### src/rtl/io_seg_scan_pkg.sv
// Shared constants for the IO-board 7-segment scan driver: glyph table and pin polarity.
package io_seg_scan_pkg;

  // Active-high segment patterns, bit order {dp,g,f,e,d,c,b,a}.
  localparam logic [7:0] SEG_BLANK = 8'h00;
  localparam logic [7:0] SEG_DP    = 8'h80;

  // Hex glyphs 0..F as active-high patterns, for callers building display content.
  localparam logic [7:0] SEG_HEX [16] = '{
    8'h3F, 8'h06, 8'h5B, 8'h4F,
    8'h66, 8'h6D, 8'h7D, 8'h07,
    8'h7F, 8'h6F, 8'h77, 8'h7C,
    8'h39, 8'h5E, 8'h79, 8'h71
  };

  // The board pins are active-low: a lit segment or an enabled digit is driven 0.
  localparam logic PIN_ON  = 1'b0;
  localparam logic PIN_OFF = 1'b1;
  localparam logic [7:0] SEG_PINS_OFF = 8'hFF;

  // Look up the glyph for one hex nibble.
  function automatic logic [7:0] hex_glyph(input logic [3:0] nibble);
    return SEG_HEX[nibble];
  endfunction

  // Convert an active-high segment pattern to the active-low pin level.
  function automatic logic [7:0] seg_to_pins(input logic [7:0] seg);
    return ~seg;
  endfunction

endpackage

### src/rtl/io_seg_scan.sv
// Multiplexed 4-digit 7-segment scan driver with a shadow bank and frame-aligned commit.
module io_seg_scan #(
  parameter int DIGITS       = 4,
  parameter int SLOT_CYCLES  = 1024,
  parameter int BLANK_CYCLES = 16
) (
  input  logic                      clk,
  input  logic                      rst_n,
  input  logic                      wr_valid,
  input  logic [$clog2(DIGITS)-1:0] wr_idx,
  input  logic [7:0]                wr_seg,
  input  logic                      commit,
  output logic [7:0]                io_seg,
  output logic [DIGITS-1:0]         io_sel,
  output logic                      frame_start,
  output logic                      committed
);
  import io_seg_scan_pkg::*;

  localparam int IDX_W = $clog2(DIGITS);
  localparam int CNT_W = $clog2(SLOT_CYCLES);

  localparam logic [CNT_W-1:0] SLOT_LAST = CNT_W'(SLOT_CYCLES - 1);
  localparam logic [CNT_W-1:0] BLANK_VAL = CNT_W'(BLANK_CYCLES);
  localparam logic [IDX_W-1:0] DIG_LAST  = IDX_W'(DIGITS - 1);
  localparam logic [IDX_W:0]   DIG_COUNT = (IDX_W + 1)'(DIGITS);

  logic [CNT_W-1:0]  slot_cnt_q, slot_cnt_d;
  logic [IDX_W-1:0]  dig_idx_q, dig_idx_d;
  logic [7:0]        shadow_q [DIGITS];
  logic [7:0]        shadow_d [DIGITS];
  logic [7:0]        disp_q   [DIGITS];
  logic [7:0]        disp_d   [DIGITS];
  logic              pending_q, pending_d;
  logic [7:0]        io_seg_q, io_seg_d;
  logic [DIGITS-1:0] io_sel_q, io_sel_d;
  logic              frame_start_q, frame_start_d;
  logic              committed_q, committed_d;

  logic slot_wrap;
  logic frame_end;
  logic do_commit;
  logic idx_ok;

  // Next-state: scan counters, banks, commit handshake and the pin levels for the next cycle.
  always_comb begin
    slot_wrap  = (slot_cnt_q == SLOT_LAST);
    frame_end  = slot_wrap && (dig_idx_q == DIG_LAST);
    slot_cnt_d = slot_wrap ? '0 : slot_cnt_q + 1'b1;

    dig_idx_d = dig_idx_q;
    if (slot_wrap) begin
      dig_idx_d = (dig_idx_q == DIG_LAST) ? '0 : dig_idx_q + 1'b1;
    end

    // Writes land in the shadow bank only; an index past the last digit is dropped.
    idx_ok = ({1'b0, wr_idx} < DIG_COUNT);
    for (int i = 0; i < DIGITS; i++) begin
      shadow_d[i] = shadow_q[i];
    end
    if (wr_valid && idx_ok) begin
      shadow_d[wr_idx] = wr_seg;
    end

    // The bank copy uses shadow_d so a write in the boundary cycle is included.
    do_commit = frame_end && (pending_q || commit);
    for (int i = 0; i < DIGITS; i++) begin
      disp_d[i] = do_commit ? shadow_d[i] : disp_q[i];
    end
    pending_d   = do_commit ? 1'b0 : (pending_q || commit);
    committed_d = do_commit;

    // Outputs are derived from next-state values so the registered pins match the counters.
    frame_start_d = (slot_cnt_d == '0) && (dig_idx_d == '0);
    io_sel_d      = {DIGITS{PIN_OFF}};
    io_seg_d      = SEG_PINS_OFF;
    if (slot_cnt_d >= BLANK_VAL) begin
      io_sel_d[dig_idx_d] = PIN_ON;
      io_seg_d            = seg_to_pins(disp_d[dig_idx_d]);
    end
  end

  // State and output registers; reset blanks the pins immediately and clears both banks.
  always_ff @(posedge clk or negedge rst_n) begin
    if (!rst_n) begin
      slot_cnt_q    <= '0;
      dig_idx_q     <= '0;
      pending_q     <= 1'b0;
      io_seg_q      <= SEG_PINS_OFF;
      io_sel_q      <= {DIGITS{PIN_OFF}};
      frame_start_q <= 1'b0;
      committed_q   <= 1'b0;
      for (int i = 0; i < DIGITS; i++) begin
        shadow_q[i] <= SEG_BLANK;
        disp_q[i]   <= SEG_BLANK;
      end
    end else begin
      slot_cnt_q    <= slot_cnt_d;
      dig_idx_q     <= dig_idx_d;
      pending_q     <= pending_d;
      io_seg_q      <= io_seg_d;
      io_sel_q      <= io_sel_d;
      frame_start_q <= frame_start_d;
      committed_q   <= committed_d;
      for (int i = 0; i < DIGITS; i++) begin
        shadow_q[i] <= shadow_d[i];
        disp_q[i]   <= disp_d[i];
      end
    end
  end

  assign io_seg      = io_seg_q;
  assign io_sel      = io_sel_q;
  assign frame_start = frame_start_q;
  assign committed   = committed_q;

endmodule
### config.mk
export PLATFORM = sky130hd
export DESIGN_NAME = io_seg_scan
export DESIGN_NICKNAME = d
export VERILOG_FILES = /design/src/rtl/io_seg_scan_pkg.sv /design/src/rtl/io_seg_scan.sv
export SDC_FILE = /design/constraint.sdc
export NUM_CORES = 1
export LEC_CHECK = 0
export CAP_MARGIN = 20
export CELL_PAD_IN_SITES_DETAIL_PLACEMENT = 2
export CELL_PAD_IN_SITES_GLOBAL_PLACEMENT = 2
export CORE_MARGIN = 4
export CORE_UTILIZATION = 30
export CTS_CLUSTER_DIAMETER = 150
export DETAILED_ROUTE_END_ITERATION = 10
export GPL_TIMING_DRIVEN = 0
export PLACE_DENSITY_LB_ADDON = 0.1
export SKIP_LAST_GASP = 1
export SLEW_MARGIN = 20
export SYNTH_ARGS = -nofsm -noshare
export SYNTH_HDL_FRONTEND = slang
export SYNTH_SLANG_ARGS = --single-unit
export TNS_END_PERCENT = 30
### constraint.sdc
create_clock -name clk -period 2.4 [get_ports clk]
set_clock_uncertainty 0.15 [all_clocks]
set_input_delay 0.72 -clock clk [delete_from_list [all_inputs] [get_ports clk]]
set_output_delay 0.72 -clock clk [all_outputs]
set_load 0.05 [all_outputs]
==> flow_metrics.env, run 1 <==
export IMPL_wl_per_cell_microns=20.31
export IMPL_totalNegativeSetupSlack_ns=-0.9665
export IMPL_rsz0062_at_grt="yes"
export IMPL_antenna_found_initial=0
export IMPL_powerDensity_mw_per_mm2=635.1
export IMPL_start_kind="flip-flop"
export IMPL_slowest_stage="clkdlybuf4s50_1"
export IMPL_vias_per_cell=4.660
export IMPL_r2r_end="io_seg[2]"
export IMPL_synth_distinct_cells=41
export IMPL_finalSetupViolCount=14
export IMPL_final_util=0.4156
export IMPL_wirelength_mm=9.608
export IMPL_synth_main_ff_cell="dfrtp_1"
export IMPL_ant_nets=0
export IMPL_vias=2204
export IMPL_final_min_clock_period_ns=2.526
export IMPL_synth_area_leaders="dfrtp_1 53%, mux2_2 16%, dfstp_2 8.4%"
export IMPL_worst_path_largest_cell_delay_ns=0.79
export IMPL_path_class="flip-flop to primary output"
export IMPL_grt_overflow=0
export IMPL_cts_root_buf="clkbuf_16"
export IMPL_drt_met1_wl_mm=4.778
export IMPL_postLayoutCellArea_sq_mm=0.005055
export IMPL_clock_latency_ns=0.34
export IMPL_die_area_sq_mm=0.01440
export IMPL_final_max_slew_viol_count=0
export IMPL_syn_area_sq_mm=0.003762
export IMPL_seq_area_frac_synth=0.6092
export IMPL_r2r_start="dig_idx_q[0]"
export IMPL_peakVddDrop_mv=0.2627
export IMPL_relSlewSlack=0.5842
export IMPL_htreeDepth=3
export IMPL_hold_viol_final=0
export IMPL_ys_seq_elements=91
export IMPL_drive_above_1_share=0.5180
export IMPL_finalCritPeriodShare=1.053
export IMPL_drt_iter0_markers=73
export IMPL_grt_pass1_vias=2506
export IMPL_cts_buffers=9
export IMPL_crit_buf_inv=1
export IMPL_syn_nets=255
export IMPL_worstPathArrival_ns=1.66
export IMPL_io_pins=28
export IMPL_yosysTopAreaCellShare=0.5254
export IMPL_dr_wl_met3_microns=197
export IMPL_violations="negative setup slack"
export IMPL_max_freq_mhz=395.8
export IMPL_end_kind="primary output"
export IMPL_yosys_area_top_type="dfrtp_1"
export IMPL_setup_slack_ns=-0.1263
export IMPL_crit_family="buffers and inverters"
export IMPL_routed_wl_met2_mm=4.489
export IMPL_fp_row_count=40
export IMPL_grt_max_degree=65
export IMPL_clock_path_buffers=2
export IMPL_crit_required_ns=1.53
export IMPL_ys_async_sr_fraction=1.000
export IMPL_avgSynthCellArea_sq_um=15.81
export IMPL_grt_pass1_wl_mm=15.55
export IMPL_antenna_cells=0
export IMPL_layout_nets=318
export IMPL_hold_class="primary input to asynchronous set/reset pin"
export IMPL_max_cap_violations=0
export IMPL_outcome="finished, violations left"
export IMPL_fillers=1184
export IMPL_synth_edff_count=0
export IMPL_dp_slack_ns=-1.045
export IMPL_synth_cells=238
export IMPL_track_usage=0.1449
export IMPL_place_hpwl_mm=5.531
export IMPL_synth_warning_count=0
export IMPL_die_x_microns=120.0
export IMPL_gp_congestion=0.6966
export IMPL_seqCellArea_sq_mm=0.002297
export IMPL_rr_worst_depth=9
export IMPL_dpl_cell_area_sq_mm=0.004302
export IMPL_portBuffers=27
export IMPL_highest_layer="met4"
export IMPL_tritoncts="built"
export IMPL_cts_sinks=91
export IMPL_die_h_microns=120.0
export IMPL_coreArea_sq_mm=0.01216
export IMPL_worstPathMaxFanout=1
export IMPL_path_clk_slew_ns=0.06
export IMPL_r2r_slack_ns=-0.08
export IMPL_areaGrowthSynthToFinish_pct=34.35
export IMPL_leakagePower_nw=2.199
export IMPL_initial_core_util=0.3094
export IMPL_multi_input_area_sq_mm=0.001574
export IMPL_finalPower_mw=3.210
export IMPL_drtPass1Iterations=4
export IMPL_drc_errors=0
export IMPL_cp_cell_sequence="clkdlybuf4s50_1"
export IMPL_max_slew_worst_pin_slew_ns=0.6170
==> flip-flops by register name, summed over array words and instances (netlist names) <==
name / flops
committed: 1
dig_idx_q: 2
disp_q: 32
frame_start: 1
io_seg: 8
io_sel: 4
pending_q: 1
shadow_q: 32
slot_cnt_q: 10
==> repair_timing <==
item                                    4_1_cts  5_1_grt
hold buffers                                  0        0
hold endpoints to repair                      0        0
buffers inserted                             22        0
pin swaps                                     4        0
cloned                                        2        0
gates resized for setup                      75        9
endpoints found under the setup margin       55       24
==> worst max path at each step <==
stage                            start            end  slack [ns]  depth (start not counted)
after floorplan              wr_idx[0]      io_seg[0]       -0.09                          5
after global placement           rst_n  slot_cnt_q[0]       -3.14                          1
after global routing      dig_idx_q[0]      io_seg[2]       -0.19                          9
final                        io_seg[6]      io_seg[6]       -0.13                          1
after CTS                    io_sel[3]      io_sel[3]       -0.15                          1
after detailed placement      wr_valid      io_seg[1]       -1.04                          6
==> cell usage in the layout, fill, tap and decap left out, drive strengths merged <==
| master | synthesis | final |
|---|---|---|
| nand2 | 3 | 3 |
| mux4 | 8 | 8 |
| o211ai | 2 | 2 |
| or4b | 1 | 1 |
| a31oi | 1 | 1 |
| nor2 | 10 | 10 |
| xnor2 | 5 | 5 |
| nor3 | 2 | 2 |
| mux2 | 65 | 65 |
| dfrtp | 79 | 79 |
| o2111ai | 1 | 1 |
| a21oi | 1 | 1 |
| nand3b | 2 | 2 |
| inv | 3 | 3 |
| nor3b | 1 | 1 |
| clkdlybuf4s50 | 0 | 16 |
| dlymetal6s2s | 0 | 5 |
| clkbuf | 2 | 15 |
| nor4 | 2 | 2 |
| nand3 | 5 | 5 |
| a41o | 1 | 1 |
| dlygate4sd2 | 0 | 1 |
| buf | 6 | 37 |
| or3 | 1 | 1 |
| ha | 3 | 3 |
| clkinv | 0 | 1 |
| mux2i | 1 | 1 |
| o41ai | 1 | 1 |
| xor2 | 3 | 3 |
| dfstp | 12 | 12 |
| o21ai | 12 | 12 |
| nand4 | 2 | 2 |
| and3 | 1 | 1 |
| o31ai | 1 | 1 |
| and4 | 1 | 1 |
==> kinds of logic after synthesis <==
family,count (synthesis),share of synthesized area
flip-flops,91,0.6092
multiplexers,74,0.2501
buffers and inverters,11,0.01962
adder cells (fa/ha/maj),3,0.009978
XOR/XNOR,8,0.01862
AND/OR/NAND/NOR,31,0.06020
AO/OA/AOI/OAI,20,0.03226
==> Yosys cell counts, types with 2 or more instances <==
master,number
mux4_2,7
buf_2,2
inv_1,2
mux2_4,4
clkbuf_1,2
nand2_1,3
nand3_1,3
dfstp_2,12
o21ai_1,7
dfrtp_1,79
nand3_2,2
o21ai_0,5
xnor2_1,5
mux2_2,53
nor2_1,10
buf_6,4
o211ai_1,2
ha_1,3
mux2_1,8
xor2_1,3
nand3b_2,2
==> power breakdown <==
part | internal (mW) | total (mW) | switching, mW
logic | 0.114 | 0.227 | 0.113
registers | 1.64 | 1.66 | 0.0220
clock network | 0.757 | 1.33 | 0.570
==> per-stage QoR <==
step / instances / hold slack (ns)
2_1_floorplan: 238 / 0.2744
3_3_place_gp: 433 / 0.3195
3_5_place_dp: 434 / 0.3260
4_1_cts: 473 / 0.09482
5_1_grt: 473 / 0.1021
6_report: 473 / 0.09171
==> layer usage <==
metal,track usage,up-vias
met3,0.02592,9
li1,-,994
met1,0.2082,1176
met4,0.05583,0
met2,0.2171,25
met5,0,-
==> cell type report <==
cell class | instances | area share
clock inverter | 1 | 0.001733
sequential | 91 | 0.4545
tap | 168 | 0.04158
multi-input combinational | 136 | 0.3114
buffer | 8 | 0.01856
timing repair buffer | 52 | 0.1178
clock buffer | 14 | 0.05223
inverter | 3 | 0.002228
Note: power is estimated with default switching activity, not from simulation.
==> inputs of run 2 (changes only) <==
--- a/config.mk
+++ b/config.mk
@@ -5,7 +5,6 @@
 export SDC_FILE = /design/constraint.sdc
 export NUM_CORES = 1
 export LEC_CHECK = 0
-export CAP_MARGIN = 20
 export CELL_PAD_IN_SITES_DETAIL_PLACEMENT = 2
 export CELL_PAD_IN_SITES_GLOBAL_PLACEMENT = 2
 export CORE_MARGIN = 4
==> results of run 2 <==
Same layout as run 1: the final DEF is identical, and so are final timing and power.
